## src/rtl/reg_select_decoder.sv

```systemverilog
// reg_select_decoder: registered 5-to-32 one-hot enable decoder with timed strobe, sweep mode and done handshake
module reg_select_decoder #(
  parameter int STROBE_CYCLES = 1,
  parameter bit R0_PROTECT    = 1'b0
) (
  input  logic        clk,
  input  logic        clr,
  input  logic [4:0]  sel,
  input  logic        req,
  input  logic        sweep,
  output logic [31:0] en,
  output logic [4:0]  sel_q,
  output logic        busy,
  output logic        done
);
  localparam logic [1:0] IDLE   = 2'd0;
  localparam logic [1:0] STROBE = 2'd1;
  localparam logic [1:0] SWEEP  = 2'd2;
  localparam logic [1:0] DONE   = 2'd3;
  localparam logic [4:0] FIRST  = R0_PROTECT ? 5'd1 : 5'd0;
  localparam logic [4:0] HOLD   = 5'(STROBE_CYCLES - 1);
  logic [1:0] state;
  logic [4:0] cnt;
  logic       r0_hit;
  assign r0_hit = R0_PROTECT && sel == 5'd0;
  // cnt is the hold countdown in STROBE and the walking index in SWEEP
  always_ff @(posedge clk) begin
    if (clr) begin
      state <= IDLE;
      cnt   <= '0;
      sel_q <= '0;
      en    <= '0;
      busy  <= 1'b0;
      done  <= 1'b0;
    end else begin
      case (state)
        IDLE: begin
          if (sweep) begin
            state <= SWEEP;
            cnt   <= FIRST;
            en    <= 32'd1 << FIRST;
            busy  <= 1'b1;
          end else if (req) begin
            state <= STROBE;
            cnt   <= HOLD;
            sel_q <= sel;
            en    <= r0_hit ? '0 : 32'd1 << sel;
            busy  <= 1'b1;
          end
        end
        STROBE: begin
          if (cnt != 5'd0) cnt <= cnt - 5'd1;
          else begin
            state <= DONE;
            en    <= '0;
            done  <= 1'b1;
          end
        end
        SWEEP: begin
          if (cnt != 5'd31) begin
            cnt <= cnt + 5'd1;
            en  <= 32'd1 << (cnt + 5'd1);
          end else begin
            state <= DONE;
            cnt   <= '0;
            en    <= '0;
            done  <= 1'b1;
          end
        end
        default: begin
          state <= IDLE;
          busy  <= 1'b0;
          done  <= 1'b0;
        end
      endcase
    end
  end
endmodule

```

## config.mk

```make
export PLATFORM = sky130hd
export DESIGN_NAME = reg_select_decoder
export DESIGN_NICKNAME = d
export VERILOG_FILES = /design/src/rtl/reg_select_decoder.sv
export SDC_FILE = /design/constraint.sdc
export NUM_CORES = 1
export LEC_CHECK = 0
export ABC_CLOCK_PERIOD_IN_PS = 3050
export CORE_ASPECT_RATIO = 1.4
export CORE_MARGIN = 2
export CORE_UTILIZATION = 40
export DETAILED_ROUTE_END_ITERATION = 7
export PLACE_DENSITY = 0.61
export SLEW_MARGIN = 10
export SYNTH_ARGS = -nofsm -noshare
export SYNTH_HDL_FRONTEND = slang
export SYNTH_SLANG_ARGS = --single-unit
```

## constraint.sdc

```tcl
create_clock -name clk -period 3.05 [get_ports clk]
set_clock_uncertainty 0.15 [all_clocks]
set_input_delay 0.61 -clock clk [delete_from_list [all_inputs] [get_ports clk]]
set_output_delay 0.61 -clock clk [all_outputs]
set_load 0.01 [all_outputs]
```

# --- Word-level counts from Yosys, hierarchy flattened ---
# Cells that the tools add are included.
# W data, S select, Z words.
word_totals:
  reg_bits: 46
  wordCells: 51
  romBits: 0
  input_bits: 9
  ramBits: 0
  memories: 0
  output_inout_bits: 39
  latchBits: 0
op_classes:
  magnitude_cmp: 0
  n_bitwise: 3
  mux: 21
  addsub: 2
  div_mod_pow: 0
  eq_ne: 7
  multipliers: 0
  shift: 2
  reduce_logical: 10
ops:
  columns: ["cell", "count"]
  rows:
  - ["$mux W32", 4]
  - ["$pmux W32 S3", 1]
  - ["$shl A1 B5 Y32 const A", 2]
  - ["$mux W5", 4]
  - ["$pmux W5 S3", 1]
  - ["$reduce_and A3 Y1", 5]
  - ["$mux W2", 4]
  - ["$ne A2 B2 Y1 const B", 3]
  - ["$pmux W2 S3", 1]
  - ["$add A5 B1 Y5 const B", 1]
  - ["$ne A5 B5 Y1 const B", 1]
  - ["$reduce_bool A5 Y1", 1]
  - ["$sub A5 B1 Y5 const B", 1]
  - ["$mux W1", 4]
  - ["$ne A3 B3 Y1 const B", 1]
  - ["$not A1 Y1", 3]
  - ["$pmux W1 S3", 1]
  - ["$reduce_bool A3 Y1", 1]
  - ["$eq A2 B1 Y1 const B", 1]
  - ["$eq A2 B2 Y1 const B", 1]
  - ["$logic_not A2 Y1", 1]
  - ["$pmux W1 S2", 1]
  - ["$reduce_and A2 Y1", 1]
  - ["$reduce_or A2 Y1", 1]

# --- Depth between registers and ports, before layout ---
# Gate-level depths: netlist (run 1).
depth:
  word_depth: 4
  mapped_depth: 9
  mapped_depth_nobuf: 7

# --- Worst setup path before layout (run 1) ---
# Ideal clock, no wire load.
synth_timing:
  path_kind: "flip-flop to flip-flop"
  from: "reg cnt[0]"
  to: "reg en[1]"
  t_arrival_ns: 2.076
  required_time_ns: 2.819
  setup_time_ns: 0.081
  n_path_buf: 0
  synth_period_minus_slack_ns: 2.307
  slack_ns: 0.743
  path_stages_with_launch: 8
  path_cell_list: "dfxtp_1 -> ha_1 -> and3_1 -> ha_1 -> nand3b_1 -> nor3_1 -> a31oi_1 -> a211oi_2"
synth_between:
  elab_chain_cells: 4
  word_cells_on_any_way: 8
  cone_classes: "add/sub (1); eq/ne (2); shift (1); mux (2); reduce/logical (2)"
synth_rtl:
  columns: ["element", "line_no", "source"]
  rows:
  - ["start, declared", "23", "logic [4:0] cnt;"]
  - ["start signal, assigned", "52", "if (cnt != 5'd0) cnt <= cnt - 5'd1;"]
  - ["start signal, assigned", "61", "cnt <= cnt + 5'd1;"]
  - ["$add A5 B1 Y5", "62", "en <= 32'd1 << (cnt + 5'd1);"]
  - ["$shl A1 B5 Y32", "62", null]
  - ["$mux W32", "60", "if (cnt != 5'd31) begin"]
  - ["$pmux W32 S3", "36", "case (state)"]
  - ["end signal, assigned", "41", "en <= 32'd1 << FIRST;"]
  - ["end signal, assigned", "47", "en <= r0_hit ? '0 : 32'd1 << sel;"]
  - ["end signal, assigned", "62", null]
  - ["end, declared", "11", "output logic [31:0] en,"]
# Parallel ways exist; a longest one is shown, timed or not.
# A chain may end at the register's enable or synchronous reset.

# --- Worst setup path in the final report (run 1) ---
layout_timing:
  from: "reg cnt[1]"
  to: "reg en[16]"
# Same word-level chain as after synthesis.

==> results of run 1 <==
## sequential cells by signal, indices dropped and copies added (netlist names)
register and count:
busy 1, cnt 5, done 1, en 32, sel_q 5, state 2
## cells in the final DEF (no fill, tap or decap), types with 6 or more instances in the layout
master,count
nor2_1,46
dfxtp_1,46
clkdlybuf4s50_1,46
nor3_1,35
a31oi_1,32
a211oi_2,28
ha_1,11
nand2_1,9
buf_4,8
nand2b_1,7
inv_1,6
mux2i_1,6
a211oi_1,6
## worst max path at each step
stage / to / from / slack [ps] / depth (start not counted)
2_1_floorplan: en[1] / cnt[0] / 740 / 7
3_3_place_gp: cnt[4] / sweep / 490 / 6
3_5_place_dp: en[0] / sweep / 430 / 7
4_1_cts: en[20] / cnt[0] / 520 / 7
5_1_grt: en[27] / cnt[1] / 340 / 7
6_report: en[16] / cnt[1] / 490 / 7
## worst max-delay path, delay by kind of cell (launching register included)
kind | cells | cell delay [ps]
AND/OR/NAND/NOR | 3 | 910
AO/OA/AOI/OAI | 2 | 480
flip-flops | 1 | 410
adder cells (fa/ha/maj) | 2 | 530
## routing by layer
metal,vias to the layer above,wire length [µm],global-route usage (%)
met1,1192,2920,24.6
met4,0,111,5.70
met3,12,332,2.80
li1,1218,-,-
met5,-,0,0
met2,82,3570,33.5
## cell families after synthesis
| logic type | synth area share [%] |
|---|---|
| adders and majority gates | 5.12 |
| AOI/OAI and AO/OA | 28.7 |
| DFF | 34.3 |
| muxes | 2.23 |
| xor gates and xnor gates | 1.30 |
| buffers and inverters | 6.56 |
| and+or+nand+nor | 21.8 |
## cell type report
class	instances	share of cell area, %
multi-input combinational	230	48.5
sequential	46	28.1
timing repair buffer	57	17.3
tap	74	2.82
clock buffer	6	2.21
inverter	6	0.687
clock inverter	2	0.420
## power by group
| part | switching, mW | internal (mW) | total [mW] |
|---|---|---|---|
| sequential | 0.103 | 0.751 | 0.854 |
| clock | 0.213 | 0.162 | 0.375 |
| combinational | 0.683 | 0.554 | 1.24 |
## stage by stage
stage / total power [mW] / setup slack, ps / instance area, µm² / std cells
6_report: 2.47 / 489 / 3280 / 421
5_1_grt: 2.65 / 337 / 3280 / 421
4_1_cts: 2.49 / 520 / 3280 / 421
3_5_place_dp: 2.11 / 425 / 3190 / 413
3_3_place_gp: 2.08 / 486 / 3190 / 413
2_1_floorplan: 1.68 / 743 / 2690 / 313
==> impl_metrics.py, run 1 <==
metrics = {
    "clock_tree": {
        "clkSlewWorstSetupHoldPaths_ps": 90,
        "cts_hold_buf": 0,
        "cts_tree": "done",
        "postCtsSetupRepairBufs": 0,
        "insertion_delay_ps": 290,
        "cts_max_level": 2,
        "cts_resized": 0,
        "cts_sinks": 46,
        "numCtsBuffers": 5,
        "clk_path_buf_depth": 2,
        "cts_root_buf": "clkbuf_8",
    },
    "synthesis": {
        "synth-seq-cells": 46,
        "yosysSeqAreaShare_pct": 34.3,
        "yosys-top-cells-count": "dfxtp_1, nor2_1, nor3_1",
        "netlist.area_leader.share_pct": 34.3,
        "synthTopCellsByArea": "dfxtp_1, a211oi_2, a31oi_1",
        "synth_flop_cell": "dfxtp_1",
        "netlist_area_mm2": 0.00269,
        "syn_area_per_cell_um2": 8.59,
        "synth_fp_nets": 333,
        "yosysTopAreaCell": "dfxtp_1",
        "synth_cell_types": 45,
        "async_flop_share_pct": 0,
        "synth_edf_count": 0,
        "yosysWarnings": 0,
        "synthCells": 313,
    },
    "grt": {
        "grt_max_degree": 65,
        "grt_pass1_wl_um": 11400,
        "grtUsageTotal_pct": 19.4,
        "grt-ovfl-total": 0,
        "antenna_found_initial": 0,
        "grt_pass1_vias": 2291,
    },
    "die": {
        "num_rows": 35,
        "die_x_um": 73.3,
        "initial_core_util_pct": 41.2,
        "floorplan.core_area_mm2": 0.00653,
        "ios": 48,
        "die-area_mm2": 0.00740,
        "die_y_um": 101,
    },
    "setup_path": {
        "r2r_slack_ps": 490,
        "worstPathRequired_ps": 3120,
        "critPathLaunchType": "flop",
        "reg2reg_depth": 7,
        "cp_max_fo": 9,
        "crit_type": "reg -> reg",
        "crit_path_max_incr_delay_ps": 480,
        "crit_path_end_kind": "flop",
        "r2r-end": "en[16]",
        "slowest_stage": "nor2_1",
        "cp_common_cell": "ha_1",
        "r2r-start": "cnt[1]",
        "worstPathCellList": "ha_1, and3_1, ha_1, nand4b_1, nor2_1, a31oi_1, a211oi_2",
        "cp_data_arrival_time_ps": 2630,
    },
    "sta": {
        "fin_tns_setup_ps": 0,
        "min_period_ps": 2560,
        "hold_slack_ps": 354,
        "slew_headroom_pct": 59.6,
        "finalHoldViolations": 0,
        "finalCritPeriodShare_pct": 84.0,
        "slew_viol_final": 0,
        "setup_viol": 0,
        "fmax_mhz": 390,
        "tightest_slew_ps": 603,
        "grt_setup_unrepaired": "false",
    },
    "hold_path": {
        "hold_depth": 2,
        "min_to": "sel_q[1]",
        "min_from": "sel_q[1]",
        "min_path_type": "reg -> reg",
    },
    "detailed_routing": {
        "post_drt_wl_per_cell_um": 16.5,
        "ant_nets": 0,
        "drc": 0,
        "vias": 2504,
        "drt_iter0_markers": 296,
        "first_pass_iters": 5,
        "viasPerCell": 5.95,
        "routed_wl_um": 6930,
    },
    "power_and_ir_drop": {
        "p_per_area_mw_per_mm2": 752,
        "p_leak_nw": 1.16,
        "ir_drop_mv": 0.513,
    },
    "final_layout": {
        "drive_above_1_share_pct": 15.3,
        "synthToLayoutAreaGrowth_pct": 22.0,
        "utilization_pct": 50.2,
        "fin_nets": 366,
        "multi_input_area_mm2": 0.00159,
        "diodes": 0,
        "n_fill_cell": 640,
        "register_area_um2": 921,
    },
    "placed_design": {
        "gp_congestion": 0.855,
        "io_buffers": 47,
        "hpwl_um": 4890,
    },
    "run_status": {
        "status": "finished, final reports clean",
    },
    "flow_run": {
        "maxCapViolCount": 0,
    },
}
Power figures use the tool's default switching activity.
==> run 2: changes to the inputs <==
ABC_CLOCK_PERIOD_IN_PS = 2490   (was 3050)
clock period = 2.49 ns   (was 3.05 ns; I/O delays follow)
==> impl_metrics.py, run 2 (same netlist as run 1, synthesis figures left out) <==
metrics = {
    "run_status": {
        "status": "finished, final reports clean",
    },
    "grt": {
        "grt_pass1_wl_um": 11500,
        "grt_pass1_vias": 2348,
        "grtUsageTotal_pct": 19.7,
        "grt_max_degree": 49,
        "antenna_found_initial": 0,
        "grt-ovfl-total": 0,
    },
    "final_layout": {
        "drive_above_1_share_pct": 19.3,
        "regMostFlops": "en",
        "n_fill_cell": 637,
        "largest_reg_flops": 32,
        "final_cell_mix": "nor2_1, clkdlybuf4s50_1, dfxtp_1",
        "diodes": 0,
        "utilization_pct": 52.5,
        "fin_nets": 382,
        "register_area_um2": 922,
        "reg.largest.list": "en x32, cnt x5, sel_q x5",
        "synthToLayoutAreaGrowth_pct": 27.5,
        "multi_input_area_mm2": 0.00159,
    },
    "sta": {
        "fmax_mhz": 444,
        "slew_viol_final": 0,
        "finalHoldViolations": 0,
        "setup_viol": 0,
        "tightest_slew_ps": 595,
        "finalCritPeriodShare_pct": 90.4,
        "hold_slack_ps": 348,
        "finalWorstSetupSlack_ps": 240,
        "min_period_ps": 2250,
        "grt_setup_unrepaired": "false",
        "slew_headroom_pct": 60.3,
        "fin_tns_setup_ps": 0,
    },
    "clock_tree": {
        "cts_tree": "done",
        "cts_hold_buf": 0,
        "numCtsBuffers": 5,
        "clk_path_buf_depth": 2,
        "cts_root_buf": "clkbuf_8",
        "cts_max_level": 2,
        "cts_sinks": 46,
        "clkSlewWorstSetupHoldPaths_ps": 80,
        "insertion_delay_ps": 300,
    },
    "flow_run": {
        "maxCapViolCount": 0,
    },
    "detailed_routing": {
        "viasPerCell": 5.86,
        "post_drt_wl_per_cell_um": 16.4,
        "routed_wl_um": 7180,
        "drc": 0,
        "drt_iter0_markers": 265,
        "ant_nets": 0,
        "vias": 2559,
        "first_pass_iters": 4,
    },
    "hold_path": {
        "hold_depth": 2,
        "min_path_type": "reg -> reg",
    },
    "setup_path": {
        "worst-path-buf-inv": 3,
        "cpLargestDelayFamily": "simple AND/OR/NAND/NOR gates",
        "crit_path_end_kind": "flop",
        "worstPathCellList": "inv_1, ha_1, or4b_4, a211oi_4, buf_4, buf_12, nor2_1, a311oi_1",
        "r2r-end": "en[0]",
        "crit_cells": 8,
        "crit_type": "reg -> reg",
        "slowest_stage": "or4b_4",
        "cp_max_fo": 24,
        "r2r-start": "cnt[0]",
        "crit_path_max_incr_delay_ps": 520,
        "worstPathRequired_ps": 2560,
        "critPathLaunchType": "flop",
        "critPathLaunch": "cnt[0]",
        "cp-endpoint": "en[0]",
        "reg2reg_depth": 8,
        "cp_data_arrival_time_ps": 2320,
        "r2r_slack_ps": 240,
    },
    "power_and_ir_drop": {
        "p_leak_nw": 1.25,
        "p_per_area_mw_per_mm2": 924,
        "ir_drop_mv": 0.498,
    },
    "placed_design": {
        "hpwl_um": 5170,
        "place_ws_ps": 34.0,
        "gp_congestion": 0.873,
        "io_buffers": 47,
    },
    "die": {
        "num_rows": 35,
        "ios": 48,
        "die_y_um": 101,
        "die-area_mm2": 0.00740,
        "floorplan.core_area_mm2": 0.00653,
        "initial_core_util_pct": 41.2,
        "die_x_um": 73.3,
    },
}
## run 2: worst min-delay path, stage by stage (launching register included)
cell     delay (ps)
dfxtp_1         320
nor2_1          100
nor3_1           50
## run 2: per-layer routing
| layer | wire length (µm) | global-route usage, % | part of all wire, % |
|---|---|---|---|
| met5 | 0 | 0 | 0 |
| met3 | 301 | 2.80 | 4.2 |
| met4 | 184 | 7.55 | 2.6 |
| met2 | 3690 | 33.7 | 51 |
| met1 | 3010 | 24.6 | 42 |
## run 2: area by class of cell
type | instances | area share [%]
Multi-Input combinational cell | 230 | 46.4
Sequential cell | 46 | 26.9
Timing Repair Buffer | 73 | 20.6
Tap cell | 74 | 2.70
Clock buffer | 7 | 2.52
Inverter | 6 | 0.657
Clock inverter | 1 | 0.146
## run 2: repair_timing
item                       CTS  global route
gates resized for setup      0             3
setup buffers                0             3
hold endpoints to repair     0             0
setup endpoints to repair    0            21
## run 2: worst min path at each step
stage / start / endpoint / slack [ps]
2_1_floorplan: state[0] / state[0] / 330
3_3_place_gp: done / done / 330
3_5_place_dp: busy / busy / 330
4_1_cts: busy / busy / 350
5_1_grt: sel_q[4] / sel_q[4] / 390
6_report: busy / busy / 350
## run 2: through the flow
step	power, mW	instance area (µm²)	instances
after floorplan	2.06	2690	313
after global placement	2.61	3280	425
after detailed placement	2.63	3280	425
after CTS	3.11	3370	433
after global routing	3.39	3430	437
final	3.17	3430	437
## run 2: where the power goes
group          switching, mW  internal, mW
combinational          0.869         0.780
sequential             0.118         0.921
clock                  0.253         0.224
total                   1.24          1.93
